### src/rtl/load_pkg.sv
// Shared definitions for the load unit: FSM states, access-size codes, opcode and
// instruction field positions.
package load_pkg;

  typedef enum logic [1:0] {
    StIdle,
    StReq,
    StWb
  } load_state_e;

  localparam logic [1:0] SZ_B = 2'b00;
  localparam logic [1:0] SZ_H = 2'b01;
  localparam logic [1:0] SZ_W = 2'b10;

  localparam logic [3:0] OPC_LOAD = 4'hB;

  localparam int unsigned OPC_MSB  = 15;
  localparam int unsigned OPC_LSB  = 12;
  localparam int unsigned SIZE_MSB = 11;
  localparam int unsigned SIZE_LSB = 10;
  localparam int unsigned RD_MSB   = 9;
  localparam int unsigned RD_LSB   = 5;
  localparam int unsigned RS_MSB   = 4;
  localparam int unsigned RS_LSB   = 0;

  // True when the access cannot be issued: wrong opcode, reserved size or misaligned address.
  function automatic logic load_illegal(input logic [3:0] opc, input logic [3:0] opc_load,
                                        input logic [1:0] size, input logic [1:0] addr_lo);
    logic bad;
    bad = (opc != opc_load) || (size == 2'b11);
    if (size == SZ_H && addr_lo[0]) bad = 1'b1;
    if (size == SZ_W && addr_lo != 2'b00) bad = 1'b1;
    return bad;
  endfunction

endpackage

### src/rtl/load_align.sv
// Combinational read-data aligner: selects the byte/half lane from the returned word
// and sign-extends it to the register width.
module load_align
  import load_pkg::*;
#(
  parameter int unsigned DATA_W = 32
) (
  input  logic [1:0]        size,
  input  logic [1:0]        addr_lo,
  input  logic [DATA_W-1:0] rdata,
  output logic [DATA_W-1:0] data
);

  logic [7:0]  byte_sel;
  logic [15:0] half_sel;

  always_comb begin
    byte_sel = rdata[7:0];
    case (addr_lo)
      2'b00:   byte_sel = rdata[7:0];
      2'b01:   byte_sel = rdata[15:8];
      2'b10:   byte_sel = rdata[23:16];
      default: byte_sel = rdata[31:24];
    endcase
    half_sel = addr_lo[1] ? rdata[31:16] : rdata[15:0];

    data = rdata;
    case (size)
      SZ_B:    data = {{(DATA_W-8){byte_sel[7]}}, byte_sel};
      SZ_H:    data = {{(DATA_W-16){half_sel[15]}}, half_sel};
      default: data = rdata;
    endcase
  end

endmodule

### src/rtl/load_unit.sv
// Load unit: decodes a LOAD, issues one data-memory read, aligns the result and writes it back.
// Optional LOAD_TIMEOUT_EN bounds the wait for mem_ready to TIMEOUT_CYCLES cycles.
module load_unit #(
  parameter int unsigned DATA_W         = 32,
  parameter int unsigned ADDR_W         = 32,
  parameter int unsigned REG_AW         = 5,
  parameter logic [3:0]  OPC_LOAD       = load_pkg::OPC_LOAD,
  parameter int unsigned TIMEOUT_CYCLES = 16
) (
  input  logic              clk,
  input  logic              reset,
  input  logic              start,
  input  logic [15:0]       instruction,
  input  logic [DATA_W-1:0] rs_data,
  output logic              busy,
  output logic              done,
  output logic              err,
  output logic              mem_req,
  output logic [ADDR_W-1:0] mem_addr,
  input  logic              mem_ready,
  input  logic [DATA_W-1:0] mem_rdata,
  output logic              wb_en,
  output logic [REG_AW-1:0] wb_addr,
  output logic [DATA_W-1:0] wb_data
);
  import load_pkg::*;

  load_state_e       state_q, state_d;
  logic [ADDR_W-1:0] addr_q;
  logic [REG_AW-1:0] rd_q;
  logic [1:0]        size_q;
  logic [DATA_W-1:0] data_q;
  logic              err_q, err_d;
  logic              latch, capture, tmo_hit;
  logic              illegal;
  logic [DATA_W-1:0] aligned;
  logic              unused_rs;

  // rs is resolved upstream; only its value arrives on rs_data.
  assign unused_rs = ^instruction[RS_MSB:RS_LSB];

  assign illegal = load_illegal(instruction[OPC_MSB:OPC_LSB], OPC_LOAD,
                                instruction[SIZE_MSB:SIZE_LSB], rs_data[1:0]);

  load_align #(
    .DATA_W(DATA_W)
  ) u_align (
    .size   (size_q),
    .addr_lo(addr_q[1:0]),
    .rdata  (mem_rdata),
    .data   (aligned)
  );

`ifdef LOAD_TIMEOUT_EN
  localparam int unsigned CntW = $clog2(TIMEOUT_CYCLES + 1);
  logic [CntW-1:0] cnt_q;

  always_ff @(posedge clk or posedge reset) begin
    if (reset) begin
      cnt_q <= '0;
    end else if (latch) begin
      cnt_q <= '0;
    end else if (state_q == StReq) begin
      cnt_q <= cnt_q + 1'b1;
    end
  end

  assign tmo_hit = (cnt_q == CntW'(TIMEOUT_CYCLES - 1));
`else
  logic unused_timeout;
  assign unused_timeout = ^TIMEOUT_CYCLES;
  assign tmo_hit = 1'b0;
`endif

  always_comb begin
    state_d = state_q;
    err_d   = 1'b0;
    latch   = 1'b0;
    capture = 1'b0;
    case (state_q)
      StIdle: begin
        if (start) begin
          if (illegal) begin
            err_d = 1'b1;
          end else begin
            latch   = 1'b1;
            state_d = StReq;
          end
        end
      end
      StReq: begin
        if (mem_ready) begin
          capture = 1'b1;
          state_d = StWb;
        end else if (tmo_hit) begin
          err_d   = 1'b1;
          state_d = StIdle;
        end
      end
      StWb:    state_d = StIdle;
      default: state_d = StIdle;
    endcase
  end

  always_ff @(posedge clk or posedge reset) begin
    if (reset) begin
      state_q <= StIdle;
      err_q   <= 1'b0;
      addr_q  <= '0;
      rd_q    <= '0;
      size_q  <= '0;
      data_q  <= '0;
    end else begin
      state_q <= state_d;
      err_q   <= err_d;
      if (latch) begin
        addr_q <= rs_data[ADDR_W-1:0];
        rd_q   <= instruction[RD_MSB:RD_LSB];
        size_q <= instruction[SIZE_MSB:SIZE_LSB];
      end
      if (capture) begin
        data_q <= aligned;
      end
    end
  end

  assign busy     = (state_q != StIdle);
  assign mem_req  = (state_q == StReq);
  assign mem_addr = {addr_q[ADDR_W-1:2], 2'b00};
  assign done     = (state_q == StWb);
  // Register 0 is hard-wired, so its writeback is dropped but the load still completes.
  assign wb_en    = (state_q == StWb) && (rd_q != '0);
  assign wb_addr  = rd_q;
  assign wb_data  = data_q;
  assign err      = err_q;

endmodule
### config.mk
export PLATFORM = sky130hd
export DESIGN_NAME = load_unit
export DESIGN_NICKNAME = d
export VERILOG_FILES = /design/src/rtl/load_pkg.sv /design/src/rtl/load_align.sv /design/src/rtl/load_unit.sv
export SDC_FILE = /design/constraint.sdc
export NUM_CORES = 1
export LEC_CHECK = 0
export BUFFER_PORTS_ARGS = -buffer_cell sky130_fd_sc_hd__buf_2
export CORE_UTILIZATION = 40
export DETAILED_ROUTE_END_ITERATION = 6
export PLACE_DENSITY = 0.69
export SYNTH_ARGS = -nofsm -noshare
export SYNTH_HDL_FRONTEND = slang
export SYNTH_SLANG_ARGS = --single-unit
### constraint.sdc
create_clock -name clk -period 2.95 [get_ports clk]
set_clock_uncertainty 0.15 [all_clocks]
set_input_delay 0.4425 -clock clk [delete_from_list [all_inputs] [get_ports clk]]
set_output_delay 0.4425 -clock clk [all_outputs]
set_load 0.02 [all_outputs]
==> run summary, run 1 <==
The classification of the worst-slack hold path is in -> reg. The number of hold buffers added after CTS was 1. The antenna diode count is 0. The wire length of the first global-routing pass is 14100 um. The number of gates resized after CTS was 0.

The worst pin sits at a relative slew slack of 58.3%. The initial antenna violation count is 0. The largest family of logic cells by synthesized area is compound AO/OA/AOI/OAI gates.

The final number of max-transition violations came to 0. The synthesized netlist devotes 14.6% of its cell area to compound gates. At the end of the flow, the number of nets in the layout was 548. Timing analysis after detailed placement gives a worst setup slack of 826 ps.

The overall die area came out at 0.00953 sq mm. The highest ir drop seen on vdd came out at 0.276 mV. Combinational logic is responsible for 36.8% of the overall power. Setup repair after global routing left no endpoint under its margin. At the end of routability-driven placement, the weighted congestion stood at 0.831. The cell count after synthesis came out at 349. For flop-to-flop paths, the worst setup slack is 940 ps. The vertical die dimension is 97.6 um.

For this run, the number of Yosys warnings is 0. Yosys mapped the design onto 35 distinct sky130hd cell types. TritonCTS built the clock tree. The detailed router's first-iteration violation count came out at 172.

The final period utilization came out at 74.6%. The max capacitance violation total is 0. The post-CTS clock slew at the launch and capture registers of the worst setup and hold paths came out at 80 ps.

The initial core utilization came out at 41.5%. The sequential fraction of design power came out at 43.3%. The die span in x came out at 97.6 um. The endpoint type of the worst setup path is an output port. The routed layout has 2891 vias. The post-place instance area is 0.00425 sq mm. The xor and xnor fraction of the mapped netlist area came out at 0%. The net switching power figure is 0.00127 W. The number of levels in the clock H-tree came out at 3. The number of fill cells came out at 871. The share of synthesized area in the top cell type comes to 50.6%. The share of the yosys chip area belonging to registers came out at 50.6%. The flow ran to the end, but the final reports show violations. The total half-perimeter wirelength after legalization and detailed placement came out at 6290 um.

The data required time at the worst endpoint came out at 2360 ps. The final hold violation count is 0. The power per standard cell area is 752 mW/mm^2. The launch point of the worst hold path is mem_ready.

Summed over all cells, the static leakage comes to 2.28 nW. The TritonCTS buffer count came out at 9. The synthesized design contains 74 register bits. The quantity of I/O buffers inserted on ports came out at 150. Summing all non-filler instances in the final layout gives an area of 0.00441 sq mm.

Derived from the worst setup path, the maximum achievable clock frequency is 454 MHz. The via count of the first global-routing pass was 2918. The critical path data arrival time is 1610 ps. The synthesized netlist devotes 9.88% of its cell area to simple gates. The number of search-and-repair iterations in the first detailed-routing pass came out at 6. The worst path meets setup with 750 ps of slack. The transition at the pin with the smallest max-transition slack is 626 ps. The final critical path time including I/O delays and setup is 2200 ps. The utilization of the core after routing came out at 50.1%.

The startpoint type of the worst setup path is a flop. The sink count of the clock tree came out at 74. The start of the worst register-to-register path is size_q[0]. Pin placement for this block handled 158 I/O pins. Counting instances in the post-synthesis netlist gives the leading cell types as 74 x sky130_fd_sc_hd__dfrtp_1, 39 x sky130_fd_sc_hd__mux2_2, 37 x sky130_fd_sc_hd__a21oi_1, 34 x sky130_fd_sc_hd__buf_4, 32 x sky130_fd_sc_hd__nand2_1. The placeable core region came out at 0.00881 sq mm.

Among all cell types in the netlist, the one instantiated most often is sky130_fd_sc_hd__dfrtp_1. The per-cell routed wire length came out at 14.8 um. In this run the worst path has a maximum fanout of 3. The overall global routing resource usage is 18.8%. In the final layout, the multi-input gates occupy 0.00144 sq mm. The root buffer cell chosen for the clock tree is sky130_fd_sc_hd__clkbuf_8. Setup violations remaining at the end of the flow were counted as 0. The cell area that synthesis handed to floorplanning was 0.00366 sq mm.

In this run, the clock network consumes 19.8% of the power. The fraction of final layout cells sized beyond drive strength 1 came out at 45.7%. The routed design has 8530 um of wire. The fraction of the mapped netlist area in adder cells came out at 0%. The final reports fail on design-rule violations. The share of cell area taken by muxes after synthesis came out at 14.2%.

The average via count per standard cell came out at 5.02. The total grt overflow came out at 0. Post-CTS timing repair inserted 0 buffers for setup.

The switching portion of total power came out at 38.3%. The setup path with the least slack is of type reg -> out. The synthesized area per cell is 10.5 sq um. The largest net degree at the start of global routing came out at 43. The most used flip-flop cell after synthesis is sky130_fd_sc_hd__dfrtp_1. The number of enable flip-flop cells after synthesis came out at 0. Summing all flip-flop and latch instances after layout gives 0.00185 sq mm. The remaining antenna violation count is 0.

The final worst hold slack is 151 ps. The biggest area contributor in the post-synthesis netlist is sky130_fd_sc_hd__dfrtp_1. In this run the critical register-to-register path is captured at wb_data[4]. The final setup TNS came out at 0 ps. The length in cells of the worst reg-to-reg path is 4. In this run the core area contains 34 standard-cell rows. The worst hold path terminates at state_q[0].

The relative area change from synthesis to final layout came out at 20.6%. For this run, design rule violations remaining after detail routing come to 22. The proportion of register bits with asynchronous set or reset after synthesis came out at 100%.

The later-pin clock latency in the skew report came out at 340 ps. Yosys attributes the largest share of cell area to sky130_fd_sc_hd__dfrtp_1 51%, sky130_fd_sc_hd__mux2_2 12%, sky130_fd_sc_hd__buf_4 7.0%. The cell-internal power came out at 0.00205 W.

In this run the deepest clock path goes through 2 buffers. The cell depth of the worst min-delay path came out at 2.
==> registers in the layout (all words and copies together) (netlist names) <==
| register | cells |
|---|---|
| addr_q | 32 |
| wb_data | 32 |
| wb_addr | 5 |
| size_q | 2 |
| state_q | 2 |
| err | 1 |
==> how the worst max path moves through the flow <==
| stage | from | to |
|---|---|---|
| floorplan | reset | addr_q[0] |
| global placement | instruction[10] | addr_q[11] |
| detailed placement | instruction[10] | addr_q[16] |
| CTS | wb_addr[1] | wb_en |
| global route | wb_addr[1] | wb_en |
| finish | wb_addr[1] | wb_en |
==> per-stage QoR <==
| stage | total power [W] | instances |
|---|---|---|
| 2_1_floorplan | 0.00238 | 350 |
| 3_3_place_gp | 0.00266 | 560 |
| 3_5_place_dp | 0.00269 | 560 |
| 4_1_cts | 0.00336 | 576 |
| 5_1_grt | 0.00353 | 576 |
| 6_report | 0.00332 | 576 |
==> cells in the final DEF, fill, tap and decap left out, types with 2 or more instances in the layout <==
master | Yosys | routed
sky130_fd_sc_hd__buf_4 | 34 | 6
sky130_fd_sc_hd__clkinv_2 | 0 | 5
sky130_fd_sc_hd__a221oi_1 | 2 | 2
sky130_fd_sc_hd__o22ai_1 | 2 | 2
sky130_fd_sc_hd__mux2_2 | 39 | 39
sky130_fd_sc_hd__dfrtp_1 | 74 | 74
sky130_fd_sc_hd__o22a_1 | 7 | 7
sky130_fd_sc_hd__mux2i_1 | 8 | 8
sky130_fd_sc_hd__nor2_1 | 17 | 17
sky130_fd_sc_hd__buf_2 | 7 | 150
sky130_fd_sc_hd__o21ai_0 | 28 | 28
sky130_fd_sc_hd__a21oi_1 | 37 | 37
sky130_fd_sc_hd__o21ai_1 | 10 | 10
sky130_fd_sc_hd__clkbuf_1 | 9 | 2
sky130_fd_sc_hd__nand3b_1 | 6 | 6
sky130_fd_sc_hd__nand2_1 | 32 | 32
sky130_fd_sc_hd__inv_1 | 7 | 6
sky130_fd_sc_hd__clkbuf_8 | 0 | 9
sky130_fd_sc_hd__nand2b_1 | 9 | 9
sky130_fd_sc_hd__nor2b_1 | 2 | 2
sky130_fd_sc_hd__conb_1 | 1 | 2
==> logic make-up (layout without fill, tap and decap cells) <==
group | Yosys count | after routing
other cells | 1 | 2
mux | 47 | 47
flops | 74 | 74
simple gates | 74 | 74
buf+inv | 61 | 179
compound gates | 92 | 92
==> routing by layer <==
layer | wire length, um | track usage (%)
met3 | 666 | 4.39
met2 | 4140 | 30.4
met4 | 191 | 8.74
met5 | 0 | 0
met1 | 3530 | 23.9
==> power by group through the flow <==
stage          clock, W  sequential (W)  combinational, W
5_1_grt        0.000722         0.00148           0.00133
3_5_place_dp          0         0.00146           0.00124
2_1_floorplan         0         0.00163          0.000749
4_1_cts        0.000680         0.00144           0.00124
3_3_place_gp          0         0.00144           0.00122
6_report       0.000658         0.00144           0.00122
==> layout make-up <==
cell class	count	share of cell area [%]
Sequential cell	74	42.0
Multi-Input combinational cell	215	32.6
Timing Repair Buffer	157	18.3
Tap cell	108	3.06
Clock buffer	11	2.98
Inverter	7	0.624
Clock inverter	4	0.454
==> worst max-delay path, cell delays in order (launching register included) <==
cell                      delay [ps]
sky130_fd_sc_hd__dfrtp_1         400
sky130_fd_sc_hd__or4_1           540
sky130_fd_sc_hd__o21a_1          180
sky130_fd_sc_hd__buf_2           150
Note: power is estimated with default switching activity, not from simulation.
==> run 2, diff against run 1 <==
ABC_AREA = 1   (was default)
PLACE_DENSITY = 0.67   (was 0.69)
clock period = 2.25 ns   (was 2.95 ns; I/O delays follow)
==> run 2 against run 1 <==
  * The run now ends clean
  * Largest power group unchanged
  * Synthesized cell count increased by 55%
  * Worst hold slack got worse by 95 ps
  * Routed wire length increased by 20%
  * Die area increased by 13%
  * Register-to-register slack got worse by 430 ps
  * Combinational power increased by 37%
  * Core utilization decreased by 0.73 points
  * Clock power increased by 37%
==> run summary, run 2 <==
The share of the yosys chip area belonging to registers is 44.5% (-6.1 points). The max capacitance violation total came out at 0 (unchanged). The library cell used most frequently in the layout, excluding fill and tap cells, is sky130_fd_sc_hd__nand2_1. The static leakage power came to 2.84 nW (+25%). The placement row count is 36 (+5.9%).

In the layout the commonest cells are 165 x sky130_fd_sc_hd__nand2_1, 150 x sky130_fd_sc_hd__buf_2, 74 x sky130_fd_sc_hd__dfrtp_1. The unique cell type count in the Yosys netlist came out at 29 (-17%). The per-cell routed wire length is 13.0 um (-12%).

The proportion of register bits with asynchronous set or reset after synthesis came to 100% (unchanged). The overall global routing resource usage is 19.8% (+1.0 points). The utilization of the core after routing came out at 49.4% (-0.73 points).

The run finished with clean final reports. In this run the clock root is driven by a sky130_fd_sc_hd__clkbuf_8. The largest net degree at the start of global routing came out at 45 (+4.7%).

The highest ir drop seen on vdd was 0.373 mV (+35%). The post-CTS clock slew at the launch and capture registers of the worst setup and hold paths came to 70 ps (about the same). The most frequent cell after synthesis is sky130_fd_sc_hd__nand2_1. The synthesized-area fraction occupied by ao, oa, aoi and oai cells is 4.75% (-9.9 points).

The residual DRC count is 0 (-100%). The average via count per standard cell was 4.66 (-7.1%). Ranked by instance count, the synthesized netlist is headed by 165 x sky130_fd_sc_hd__nand2_1, 74 x sky130_fd_sc_hd__dfrtp_1, 54 x sky130_fd_sc_hd__inv_1, 44 x sky130_fd_sc_hd__nor2_1, 40 x sky130_fd_sc_hd__nand4_1.

The tightest slew margin relative to the limit is 62.2% (+3.9 points). In the synthesized netlist the dominant register cell turns out to be sky130_fd_sc_hd__dfrtp_1. The worst hold path begins at mem_ready.

The detailed router's first-iteration violation count came to 93 (-46%). The critical path data arrival time was 1270 ps (-340 ps). The final hold violation count was 0 (unchanged). The internal reg-to-reg setup slack is 510 ps (-430 ps). The classification of the worst-slack hold path is in -> reg. The initial core utilization is 42.0% (+0.44 points). The wire length of the first global-routing pass is 17100 um (+22%). The xor and xnor fraction of the mapped netlist area came to 0% (unchanged). The cell depth of the worst min-delay path is 2 (unchanged). The flip-flop and latch count after synthesis came out at 74 (unchanged). STA classifies the critical path startpoint as a flop. The fraction of the mapped netlist area in adder cells came out at 0% (unchanged). The simple-gate area share of the yosys netlist is 34.9% (+25 points). The final setup TNS was 0 ps (unchanged).

The sink count of the clock tree is 74 (unchanged). Setup repair after global routing left no endpoint under its margin. The endpoint type of the worst setup path is an output port. The relative area change from synthesis to final layout is 17.6%. The number of search-and-repair iterations in the first detailed-routing pass came out at 5 (-1). The power consumption came out at 0.00441 W (+33%).

The worst-case clock buffer depth came out at 2 (unchanged). The data required time at the worst endpoint was 1760 ps (-600 ps). The overall die area is 0.0108 sq mm (+13%). The placeable core region came to 0.00991 sq mm (+13%). The final number of setup-violating endpoints is 0 (unchanged). The number of top-level design ports is 158 (unchanged). The TritonCTS buffer count is 9 (unchanged). The largest family of logic cells by synthesized area is simple AND/OR/NAND/NOR gates.

The initial antenna violation count was 0 (unchanged). In this run the critical register-to-register path is captured at wb_data[10]. The number of levels in the clock H-tree is 3 (unchanged).

The net count reported at finish is 737 (+34%). The remaining antenna violation count came out at 0 (unchanged). The final period utilization is 78.1%. The later-pin clock latency in the skew report came out at 350 ps (about the same). The fraction of final layout cells sized beyond drive strength 1 is 34.2% (-12 points). The die span in x is 104 um (+6.5%).

The quantity of I/O buffers inserted on ports is 150 (unchanged). The highest attainable clock frequency is 569 MHz. The maximum fanout count along the critical path came out at 3 (unchanged). The vertical die dimension is 104 um (+6.5%). The routed wire length came out at 10200 um (+20%).

The worst path needs 1760 ps of the cycle, external delays included. The number of enable flip-flop cells after synthesis came to 0 (unchanged). The power per standard cell area came out at 902 mW/mm^2 (+20%). The last weighted congestion value of the routability-driven placer came to 0.841 (+1.3%). The cell area after synthesis came to 0.00416 sq mm (+14%).

The share of cell area taken by muxes after synthesis came to 0% (-14 points). The antenna diode count was 0 (unchanged). The worst register-to-register path begins at addr_q[1]. The final number of max-transition violations was 0 (unchanged). The cell type with the largest total area after synthesis is sky130_fd_sc_hd__dfrtp_1. The synthesized area per cell is 7.68 sq um (-27%). The number of warnings issued by yosys came out at 0 (unchanged). TritonCTS built the clock tree. The overall via count from detail_route is 3674 (+27%). The worst path setup slack after routing came out at 493 ps (-256 ps).

The transition at the pin with the smallest max-transition slack came to 567 ps (-58.8 ps). The buffers inserted during post-CTS setup optimization was 0 (unchanged). The cell count after synthesis is 542 (+55%). The final worst hold slack is 56.0 ps (-94.7 ps). The length in cells of the worst reg-to-reg path came to 7 (+3). The share of the synthesized area in the top cell type came out at 44.5% (-6.1 points). The via count of the first global-routing pass is 3645 (+25%). The worst slack at placement came out at 510 ps (-316 ps). By area the synthesized netlist is led by sky130_fd_sc_hd__dfrtp_1 45%, sky130_fd_sc_hd__nand2_1 15%, sky130_fd_sc_hd__nand4_1 6.0%. The total half-perimeter wirelength after legalization and detailed placement is 7340 um (+17%). The total grt overflow came out at 0 (unchanged). The worst hold path terminates at state_q[0]. The setup path with the least slack is of type reg -> out.
==> run 2: changes by cell type in the layout (fill, tap and decap cells not counted), moves of 24 or more <==
cell	delta
sky130_fd_sc_hd__inv_1	+47
sky130_fd_sc_hd__nor2_1	+27
sky130_fd_sc_hd__a21oi_1	-24
sky130_fd_sc_hd__mux2_2	-39
sky130_fd_sc_hd__nand2_1	+133
sky130_fd_sc_hd__nand4_1	+40
==> run 2: how the worst max path moves through the flow <==
stage                     from          end  slack, ps  cells after the start
floorplan           state_q[0]        wb_en        740                      3
global placement     addr_q[1]  wb_data[11]        570                      7
detailed placement   addr_q[1]  wb_data[11]        510                      7
CTS                 wb_addr[3]        wb_en        460                      5
global route        state_q[1]  wb_data[29]        320                      6
finish              wb_addr[3]        wb_en        490                      5
==> run 2: cell type report <==
type                    count  area, sq um
well taps                 133          166
repair buffers            159          833
flip-flops and latches     74         1850
inverters                  58          221
multi-input cells         351         1660
clock buffers              13          159
fillers                  1022         5020
==> run 2: layer usage <==
layer | routed length, um | global-route usage (%)
met1 | 4590 | 24.6
met2 | 4730 | 33.0
met3 | 707 | 4.45
met4 | 207 | 8.78
met5 | 0 | 0
==> run 2: cell families (layout without fill, tap and decap cells) <==
| family | Yosys count | in the layout |
|---|---|---|
| AOI/OAI and AO/OA | 39 | 39 |
| buffers and inverters | 118 | 230 |
| DFF | 74 | 74 |
| other | 1 | 2 |
| and+or+nand+nor | 310 | 310 |
==> run 2: power breakdown <==
| group | leakage [nW] | switching [W] | internal [W] | total, W |
|---|---|---|---|---|
| clock network | 0.0815 | 0.000456 | 0.000444 | 0.000900 |
| logic | 1.82 | 0.00107 | 0.000599 | 0.00167 |
| registers | 0.935 | 0.000186 | 0.00166 | 0.00185 |
| total | 2.84 | 0.00171 | 0.00271 | 0.00441 |
==> run 2: repair_timing <==
action,CTS,global route
endpoints found under the hold margin,30,0
hold buffers,1,0
resized for setup,0,0
==> run 2: per-stage QoR <==
stage	area (sq um)	instances
floorplan	4170	543
global placement	4720	774
detailed placement	4720	774
CTS	4890	788
global route	4890	788
finish	4890	788
==> run 2: critical path, cell delays in order (launching register included) <==
cell                      delay (ps)
sky130_fd_sc_hd__dfrtp_1         400
sky130_fd_sc_hd__nor2_1          120
sky130_fd_sc_hd__nand2_1          50
sky130_fd_sc_hd__o21ai_0         140
sky130_fd_sc_hd__inv_1            60
sky130_fd_sc_hd__buf_2           150
